<file path="src/rtl/axi4_lite_pkg.sv">
// Shared AXI4-Lite types: the response code and the read-master state encoding.
package axi4_lite_pkg;

  typedef enum logic [1:0] {
    RESP_OKAY   = 2'b00,
    RESP_EXOKAY = 2'b01,
    RESP_SLVERR = 2'b10,
    RESP_DECERR = 2'b11
  } axi_resp_t;

  typedef enum logic [1:0] {
    ST_IDLE = 2'b00,
    ST_ADDR = 2'b01,
    ST_DATA = 2'b10,
    ST_RESP = 2'b11
  } rd_state_t;

endpackage

</file>
<file path="src/rtl/axi4_lite_read_master_if.sv">
// AXI4-Lite read channels (AR + R) between a read master and a read slave.
interface axi4_lite_read_master_if #(
  parameter int ADDR_WIDTH = 32,
  parameter int DATA_WIDTH = 32
);
  logic [ADDR_WIDTH-1:0] M_AXI_ARADDR;
  logic                  M_AXI_ARVALID;
  logic                  M_AXI_ARREADY;
  logic [DATA_WIDTH-1:0] M_AXI_RDATA;
  logic [1:0]            M_AXI_RRESP;
  logic                  M_AXI_RVALID;
  logic                  M_AXI_RREADY;

  modport master (
    output M_AXI_ARADDR, M_AXI_ARVALID, M_AXI_RREADY,
    input  M_AXI_ARREADY, M_AXI_RDATA, M_AXI_RRESP, M_AXI_RVALID
  );

  modport slave (
    input  M_AXI_ARADDR, M_AXI_ARVALID, M_AXI_RREADY,
    output M_AXI_ARREADY, M_AXI_RDATA, M_AXI_RRESP, M_AXI_RVALID
  );
endinterface

</file>
<file path="src/rtl/axi4_lite_read_master.sv">
// Single-outstanding AXI4-Lite read master. Aligned requests go out on AR/R;
// misaligned requests complete locally with read_misaligned set.
module axi4_lite_read_master
  import axi4_lite_pkg::*;
#(
  parameter int ADDR_WIDTH = 32,
  parameter int DATA_WIDTH = 32
) (
  input  logic                  clk,
  input  logic                  rst,
  input  logic                  read_req,
  input  logic [ADDR_WIDTH-1:0] read_addr,
  output logic                  req_ready,
  output logic [DATA_WIDTH-1:0] read_data,
  output logic [1:0]            read_resp,
  output logic                  read_misaligned,
  output logic                  read_done,
  axi4_lite_read_master_if.master m_axi
);

  // Number of byte-offset bits that must be zero for a full-width access.
  localparam int OFS_W = $clog2(DATA_WIDTH / 8);

  function automatic logic addr_aligned(input logic [OFS_W-1:0] ofs);
    return ofs == '0;
  endfunction

  rd_state_t             state;
  rd_state_t             state_nxt;
  logic                  addr_ok;
  logic                  misaligned_r;
  logic [ADDR_WIDTH-1:0] araddr_r;

  assign addr_ok         = addr_aligned(read_addr[OFS_W-1:0]);
  assign read_misaligned = misaligned_r;
  assign m_axi.M_AXI_ARADDR = araddr_r;

  // State register; reset abandons any in-flight transaction.
  always_ff @(posedge clk or posedge rst) begin
    if (rst) state <= ST_IDLE;
    else     state <= state_nxt;
  end

  // Next-state logic and Moore decode of all handshake outputs.
  always_comb begin
    state_nxt           = state;
    req_ready           = 1'b0;
    read_done           = 1'b0;
    m_axi.M_AXI_ARVALID = 1'b0;
    m_axi.M_AXI_RREADY  = 1'b0;
    case (state)
      ST_IDLE: begin
        req_ready = 1'b1;
        if (read_req) state_nxt = addr_ok ? ST_ADDR : ST_RESP;
      end
      ST_ADDR: begin
        m_axi.M_AXI_ARVALID = 1'b1;
        if (m_axi.M_AXI_ARREADY) state_nxt = ST_DATA;
      end
      ST_DATA: begin
        m_axi.M_AXI_RREADY = 1'b1;
        if (m_axi.M_AXI_RVALID) state_nxt = ST_RESP;
      end
      ST_RESP: begin
        read_done = 1'b1;
        state_nxt = ST_IDLE;
      end
      default: state_nxt = ST_IDLE;
    endcase
  end

  // Latch the address on acceptance; capture the result on local or bus completion.
  always_ff @(posedge clk or posedge rst) begin
    if (rst) begin
      araddr_r     <= '0;
      read_data    <= '0;
      read_resp    <= RESP_OKAY;
      misaligned_r <= 1'b0;
    end else begin
      if (state == ST_IDLE && read_req) begin
        if (addr_ok) begin
          araddr_r <= read_addr;
        end else begin
          misaligned_r <= 1'b1;
          read_data    <= '0;
          read_resp    <= RESP_OKAY;
        end
      end
      if (state == ST_DATA && m_axi.M_AXI_RVALID) begin
        read_data    <= m_axi.M_AXI_RDATA;
        read_resp    <= m_axi.M_AXI_RRESP;
        misaligned_r <= 1'b0;
      end
    end
  end

endmodule

</file>
<file path="src/flat_wrapper.sv">
// flat-port wrapper written by rule: the top's interface ports become plain ports
module axi4_lite_read_master_flat import axi4_lite_pkg::*;
#(
  parameter int ADDR_WIDTH = 32,
  parameter int DATA_WIDTH = 32
)
  (clk, rst, read_req, read_addr, req_ready, read_data, read_resp, read_misaligned, read_done, m_axi_M_AXI_ARADDR, m_axi_M_AXI_ARVALID, m_axi_M_AXI_RREADY, m_axi_M_AXI_ARREADY, m_axi_M_AXI_RDATA, m_axi_M_AXI_RRESP, m_axi_M_AXI_RVALID);
  axi4_lite_read_master_if #(.ADDR_WIDTH(ADDR_WIDTH), .DATA_WIDTH(DATA_WIDTH)) m_axi_i ();
  input  logic clk;
  input  logic rst;
  input  logic read_req;
  input  logic [ADDR_WIDTH-1:0] read_addr;
  output logic req_ready;
  output logic [DATA_WIDTH-1:0] read_data;
  output logic [1:0] read_resp;
  output logic read_misaligned;
  output logic read_done;
  output wire logic [$bits(m_axi_i.M_AXI_ARADDR)-1:0] m_axi_M_AXI_ARADDR;
  output wire logic [$bits(m_axi_i.M_AXI_ARVALID)-1:0] m_axi_M_AXI_ARVALID;
  output wire logic [$bits(m_axi_i.M_AXI_RREADY)-1:0] m_axi_M_AXI_RREADY;
  input wire logic [$bits(m_axi_i.M_AXI_ARREADY)-1:0] m_axi_M_AXI_ARREADY;
  input wire logic [$bits(m_axi_i.M_AXI_RDATA)-1:0] m_axi_M_AXI_RDATA;
  input wire logic [$bits(m_axi_i.M_AXI_RRESP)-1:0] m_axi_M_AXI_RRESP;
  input wire logic [$bits(m_axi_i.M_AXI_RVALID)-1:0] m_axi_M_AXI_RVALID;
  assign m_axi_M_AXI_ARADDR = m_axi_i.M_AXI_ARADDR;
  assign m_axi_M_AXI_ARVALID = m_axi_i.M_AXI_ARVALID;
  assign m_axi_M_AXI_RREADY = m_axi_i.M_AXI_RREADY;
  assign m_axi_i.M_AXI_ARREADY = m_axi_M_AXI_ARREADY;
  assign m_axi_i.M_AXI_RDATA = m_axi_M_AXI_RDATA;
  assign m_axi_i.M_AXI_RRESP = m_axi_M_AXI_RRESP;
  assign m_axi_i.M_AXI_RVALID = m_axi_M_AXI_RVALID;
  axi4_lite_read_master #(.ADDR_WIDTH(ADDR_WIDTH), .DATA_WIDTH(DATA_WIDTH)) u_core (.clk(clk), .rst(rst), .read_req(read_req), .read_addr(read_addr), .req_ready(req_ready), .read_data(read_data), .read_resp(read_resp), .read_misaligned(read_misaligned), .read_done(read_done), .m_axi(m_axi_i));
endmodule
</file>
<file path="config.mk">
export PLATFORM = sky130hd
export DESIGN_NAME = axi4_lite_read_master_flat
export DESIGN_NICKNAME = d
export VERILOG_FILES = /design/src/rtl/axi4_lite_pkg.sv /design/src/rtl/axi4_lite_read_master_if.sv /design/src/rtl/axi4_lite_read_master.sv /design/src/flat_wrapper.sv
export SDC_FILE = /design/constraint.sdc
export NUM_CORES = 1
export LEC_CHECK = 0
export CORE_ASPECT_RATIO = 1.4
export CORE_MARGIN = 2
export CORE_UTILIZATION = 42
export DETAILED_ROUTE_END_ITERATION = 8
export GPL_TIMING_DRIVEN = 0
export PLACE_DENSITY = 0.85
export SLEW_MARGIN = 20
export SYNTH_ARGS = -nofsm -noshare
export SYNTH_HDL_FRONTEND = slang
export SYNTH_SLANG_ARGS = --single-unit
export TNS_END_PERCENT = 100
</file>
<file path="constraint.sdc">
create_clock -name clk -period 4.01 [get_ports clk]
set_input_delay 1.203 -clock clk [delete_from_list [all_inputs] [get_ports clk]]
set_output_delay 1.203 -clock clk [all_outputs]
set_load 0.02 [all_outputs]
</file>
==> impl_metrics.csv, run 1 <==
group,metric,value,unit
cts,cts-buffers-inserted,9,
synthesis,synth_compound_gate_area_share,12.6,%
pwr,total_power,0.00355,W
synthesis,yosys.area_share.adder,2.82,%
timing,worstMarginPinSlew,525,ps
placed_design,port_buffers,141,
route,routed-via-count,2002,
route,ant_nets,0,
route,drt-total-wl,6.51,mm
synthesis,synth_top_family_by_area,"multiplexers",
worst_hold_path,hp-class,"register to register",
cells_and_area,drive_gt1_share,15.6,%
timing,rsz0062_at_grt,"false",
worst_setup_path,r2r_cells,6,
worst_setup_path,path_delay_family,"buffers and inverters",
cts,cts-root-buf,"clkbuf_8",
worst_setup_path,max_stage_delay,660,ps
worst_setup_path,rrSetupSlack,2150,ps
worst_setup_path,path_class,"register to output pin",
worst_setup_path,r2r-end,"u_core.m_axi.M_AXI_ARADDR[30]$_DFFE_PP0P_",
cts,clkSlewWorstSetupHoldPaths,70,ps
cells_and_area,layout_common_cells,"clkdlybuf4s50_1, dfrtp_1, a22o_1",
cts,clk_latency,330,ps
pwr,powerDensity,798,nW/um2
run_status,status,"complete, no violations",
cells_and_area,final_common_cell,"clkdlybuf4s50_1",
grt,grt_max_degree,51,
worst_setup_path,crit_buf_inv,2,
grt,grt_pass1_wl,10.4,mm
worst_setup_path,end_kind,"output pin",
worst_setup_path,crit_required,2810,ps
timing,hold_slack,489,ps
cells_and_area,antennaDiodeCount,0,
floorplanning,fp.dieArea,6990,um2
worst_setup_path,crit_path_max_fanout,5,
floorplanning,die_h,98.1,um
synthesis,syn_area,2660,um2
synthesis,synth_mux_area_share,13.8,%
cells_and_area,fin_cells,399,
placed_design,placed_area,4190,um2
worst_setup_path,crit_path_start,"u_core.state[0]$_DFFE_PP0P_",
synthesis,synth_top_area_share,65.0,%
worst_hold_path,hp-start,"u_core.m_axi.M_AXI_ARADDR[2]$_DFFE_PP0P_",
pwr,leakagePower,1.98,nW
cts,htree_levels,3,
cts,cts.path.max_buffers,2,
cts,post_cts_buffers,0,
worst_hold_path,holdPathStages,1,
timing,hold_viol,0,
grt,antenna_found_initial,0,
cells_and_area,postLayoutCellArea,4450,um2
synthesis,synthXorXnorAreaFrac,0,%
timing,max_slew_margin,65.0,%
cts,cts_tree,"done",
synthesis,synth_cell_types,21,
run,maxCapViolCount,0,
synthesis,ys_warn_count,0,
synthesis,yosysTopAreaCell,"dfrtp_1",
timing,finalSetupTns,0,ps
placed_design,detailedPlacementHpwl,4.83,mm
placed_design,dp_cells,383,
worst_setup_path,critPathLaunchType,"register",
floorplanning,start_util,43.1,%
synthesis,ys_seq_area_share,65.0,%
floorplanning,fp.coreArea,6170,um2
synthesis,synthTopCellsByArea,"dfrtp_1, a22o_1, mux2_2",
cts,hold_buffers,0,
cells_and_area,finish.net_count,399,
timing,fin_crit,3060,ps
floorplanning,die_w,71.2,um
worst_hold_path,min_to,"u_core.m_axi.M_AXI_ARADDR[2]$_DFFE_PP0P_",
route,firstDrtPassIters,4,
route,wire_per_inst,16.3,um
pwr,ir_drop,413,uV
grt,grt_pass1_vias,2161,
floorplanning,rows,34,
worst_setup_path,crit_path_top_delay_cell,"clkdlybuf4s50_1",
route,drc_errors,0,
cells_and_area,area_delta_synth_final,67.3,%
worst_setup_path,path_cells,"inv_1 -> ha_1 -> clkdlybuf4s50_1",
synthesis,syn-num-nets,246,
timing,fmax,0.327,GHz
timing,min_period_over_period,76.4,%
worst_setup_path,reg2reg_from,"u_core.state[0]$_DFFE_PP0P_",
placed_design,routabilityCongestion,0.697,
timing,slew_violations,0,
grt,grt_usage,19.4,%
synthesis,ys_seq_elements,69,
timing,finClkSkew,5.51,ps
synthesis,synth_cells,169,
timing,setup_viol,0,
floorplanning,pin_count,142,
grt,grt_overflow,0,
cts,cts.sinks,69,
route,vias_per_cell,5.02,
cts,cts_resized,0,
route,first_iter_violations,71,
synthesis,yosys.area_share.simple,1.88,%
worst_setup_path,crit_arrival,1860,ps
synthesis,avgSynthCellArea,15.7,um2
power by group:
part | internal, W | switching, W
Clock | 0.000448 | 0.000266
Combinational | 0.000885 | 0.000790
Sequential | 0.000999 | 0.000161
Total | 0.00233 | 0.00122
per-layer routing:
layer  global-route usage [%]  wire [um]  vias up
met5                        0          0        -
met4                     10.4        194        0
met3                     4.33        396       19
met2                     33.0       3320       95
met1                     22.3       2590      966
li1                         -          -      922
sequential cells by signal, summed over array words and instances (netlist names):
| signal | count |
|---|---|
| u_core.read_misaligned | 1 |
| u_core.read_data | 32 |
| u_core.m_axi.M_AXI_ARADDR | 32 |
| u_core.read_resp | 2 |
| u_core.state | 2 |
cell usage after synthesis, drive strengths merged:
library cell  count
mux2i             3
inv               6
dfrtp            69
a222oi            1
nor2b             2
or2               1
and2              1
a22o             34
a31oi             2
nand2             1
ha                6
buf               7
nor2              3
mux2             30
clkbuf            3
final cells by class:
| cell class | instances | area (um2) |
|---|---|---|
| multi-input cells | 84 | 828 |
| clock inverters | 5 | 106 |
| well taps | 72 | 90.1 |
| repair buffers | 142 | 1440 |
| fillers | 460 | 1720 |
| plain buffers | 10 | 80.1 |
| flip-flops and latches | 69 | 1730 |
| inverters | 6 | 25.0 |
| clock buffers | 11 | 151 |
metrics by stage:
step	setup WS (ps)	util [%]
2_1_floorplan	1070	-
3_3_place_gp	-31.0	67.4
3_5_place_dp	1190	67.9
4_1_cts	930	72.1
5_1_grt	851	72.1
6_report	948	72.1
cells by family (layout without fill, tap and decap cells):
logic type      count (synthesis)  after routing
compound gates                 37             37
fa+ha+maj                       6              6
simple gates                    8              8
flops                          69             69
buf+inv                        16            174
mux                            33             33
worst max path at each step:
stage | depth (start not counted) | slack (ps) | end
after detailed placement | 5 | 1190 | u_core.m_axi.M_AXI_ARADDR[2]$_DFFE_PP0P_
final | 3 | 950 | req_ready
after global placement | 2 | -30 | u_core.read_data[29]$_DFFE_PP0P_
after CTS | 3 | 930 | req_ready
after floorplan | 1 | 1070 | u_core.m_axi.M_AXI_ARADDR[0]$_DFFE_PP0P_
after global routing | 3 | 850 | req_ready
Note: power is estimated with default switching activity, not from simulation.
==> run 2: changes to the inputs <==
- CORE_UTILIZATION: 42 -> 35
- PLACE_DENSITY: 0.85 -> 0.76
- clock period: 4.01 -> 2.65 ns (I/O delays scaled with it)
==> run 2 against run 1 <==
Via count fell by 1.3%. Largest cell class unchanged. Hold slack worse by 0.77 ps. Critical endpoint is now m_axi_M_AXI_ARVALID. Register-to-register slack got worse by 1400 ps.
==> impl_metrics.csv, run 2 (synthesis gave the netlist of run 1 again) <==
group,metric,value,unit
timing,setup_viol,0,
cells_and_area,fillers,598,
floorplanning,fp.dieArea,8320,um2
worst_setup_path,crit_path_start,"u_core.state[1]$_DFFE_PP0P_",
worst_setup_path,end_kind,"output pin",
cts,htree_levels,3,
cts,cts-buffers-inserted,9,
route,drt-total-wl,6.46,mm
grt,antenna_found_initial,0,
cells_and_area,finish.net_count,399,
floorplanning,fp.coreArea,7360,um2
worst_setup_path,crit_required,1860,ps
cells_and_area,final_common_cell,"clkdlybuf4s50_1",
timing,rsz0062_at_grt,"false",
route,drc_errors,0,
cells_and_area,drive_gt1_share,15.3,%
grt,grt_pass1_vias,2049,
route,route.met2.wl,3.32,mm
route,route.met3.wl,414,um
pwr,leakagePower,1.97,nW
cells_and_area,area_delta_synth_final,67.4,%
cts,cts-root-buf,"clkbuf_8",
route,ant_nets,0,
cts,clkSlewWorstSetupHoldPaths,70,ps
cts,clk_latency,340,ps
cells_and_area,antennaDiodeCount,0,
route,wl_met1,2.60,mm
timing,finClkSkew,11.3,ps
timing,fmax,0.398,GHz
worst_setup_path,max_stage_delay,610,ps
cts,cts.sinks,69,
worst_setup_path,path_cells,"inv_1 -> ha_1 -> clkdlybuf4s50_1",
timing,hold_viol,0,
pwr,total_power,0.00528,W
worst_setup_path,endpoint,"m_axi_M_AXI_ARVALID",
run_status,status,"complete, no violations",
worst_setup_path,crit_path_top_delay_cell,"clkdlybuf4s50_1",
worst_setup_path,rrSetupSlack,790,ps
timing,fin_crit,2520,ps
timing,finalSetupTns,0,ps
worst_setup_path,crit_path_max_fanout,4,
floorplanning,die_w,77.6,um
timing,worstMarginPinSlew,502,ps
grt,grt_max_degree,43,
timing,min_period_over_period,94.9,%
route,wire_per_inst,15.3,um
route,vias_per_cell,4.67,
grt,grt_overflow,0,
placed_design,detailedPlacementHpwl,4.84,mm
worst_setup_path,critPathLaunchType,"register",
route,firstDrtPassIters,5,
cts,post_cts_buffers,0,
worst_hold_path,hp-class,"register to register",
timing,max_slew_margin,66.6,%
grt,grt_usage,16.2,%
worst_setup_path,crit_arrival,1720,ps
floorplanning,rows,37,
worst_setup_path,r2r_cells,6,
floorplanning,die_h,107,um
worst_setup_path,path_class,"register to output pin",
pwr,ir_drop,650,uV
cells_and_area,fin_cells,423,
cts,cts.path.max_buffers,2,
route,highest_layer,"met4",
placed_design,routabilityCongestion,0.745,
timing,slew_violations,0,
route,routed-via-count,1975,
run,maxCapViolCount,0,
placed_design,port_buffers,141,
floorplanning,pin_count,142,
placed_design,dp_cells,408,
grt,grt_pass1_wl,10.4,mm
worst_setup_path,r2r-end,"u_core.m_axi.M_AXI_ARADDR[7]$_DFFE_PP0P_",
cells_and_area,layout_common_cells,"clkdlybuf4s50_1, dfrtp_1, a22o_1",
pwr,powerDensity,1190,nW/um2
floorplanning,start_util,36.1,%
cts,cts_tree,"done",
route,first_iter_violations,49,
worst_setup_path,reg2reg_from,"u_core.state[0]$_DFFE_PP0P_",
run 2: changes by cell type in the layout (fill, tap and decap cells not counted):
cell / change
buf_12: +1
buf_16: -1
clkbuf_8: -2
clkdlybuf4s50_1: -1
clkinv_2: +1
clkinv_4: +1
clkinvlp_4: -1
dlygate4sd2_1: +1
run 2: what timing repair did:
item / 4_1_cts / 5_1_grt
hold buffers: 0 / 0
endpoints found under the setup margin: 1 / 0
gates resized for setup: 1 / 0
run 2: worst min-delay path by stage:
stage	to	cells past startpoint	from	slack [ps]
6_report	u_core.m_axi.M_AXI_ARADDR[8]$_DFFE_PP0P_	1	u_core.m_axi.M_AXI_ARADDR[8]$_DFFE_PP0P_	490
5_1_grt	u_core.m_axi.M_AXI_ARADDR[6]$_DFFE_PP0P_	1	u_core.m_axi.M_AXI_ARADDR[6]$_DFFE_PP0P_	520
4_1_cts	u_core.m_axi.M_AXI_ARADDR[30]$_DFFE_PP0P_	1	u_core.m_axi.M_AXI_ARADDR[30]$_DFFE_PP0P_	490
3_5_place_dp	u_core.m_axi.M_AXI_ARADDR[30]$_DFFE_PP0P_	1	u_core.m_axi.M_AXI_ARADDR[30]$_DFFE_PP0P_	480
3_3_place_gp	u_core.m_axi.M_AXI_ARADDR[30]$_DFFE_PP0P_	1	u_core.m_axi.M_AXI_ARADDR[30]$_DFFE_PP0P_	470
2_1_floorplan	u_core.state[0]$_DFFE_PP0P_	2	u_core.state[0]$_DFFE_PP0P_	600
run 2: power by group:
part           leakage [nW]  switching, W  internal (W)
Combinational         0.983       0.00119       0.00133
Sequential            0.868      0.000240       0.00151
Clock                 0.119      0.000390      0.000621
run 2: cell type report:
type	count	area, um2	share of cell area, %
flip-flops and latches	69	1730	38.8
repair buffers	142	1430	32.2
multi-input cells	84	828	18.6
well taps	97	121	2.73
inverters	6	25.0	0.563
clock inverters	6	113	2.53
plain buffers	10	80.1	1.80
clock buffers	9	124	2.78
run 2: stage by stage:
step                setup slack [ps]  utilization, %  cell area, um2  hold WS [ps]
detailed placement               228            57.2            4210           476
finish                           135            60.4            4450           488
global route                    10.3            60.4            4450           520
floorplan                        115               -            2660           597
global placement               -1030            56.9            4190           467
CTS                              102            60.4            4450           491
run 2: routing by layer:
metal  global-route usage [%]  up-vias
li1                         -      921
met5                        0        -
met2                     26.5       81
met4                     6.12        0
met3                     5.47       13
met1                     19.6      960
run 2: worst max-delay path, delay by kind of cell, from the launching register on:
kind                     cells  cell delay (ps)
adder cells (fa/ha/maj)      1              210
flip-flops                   1              420
buffers and inverters        2              750
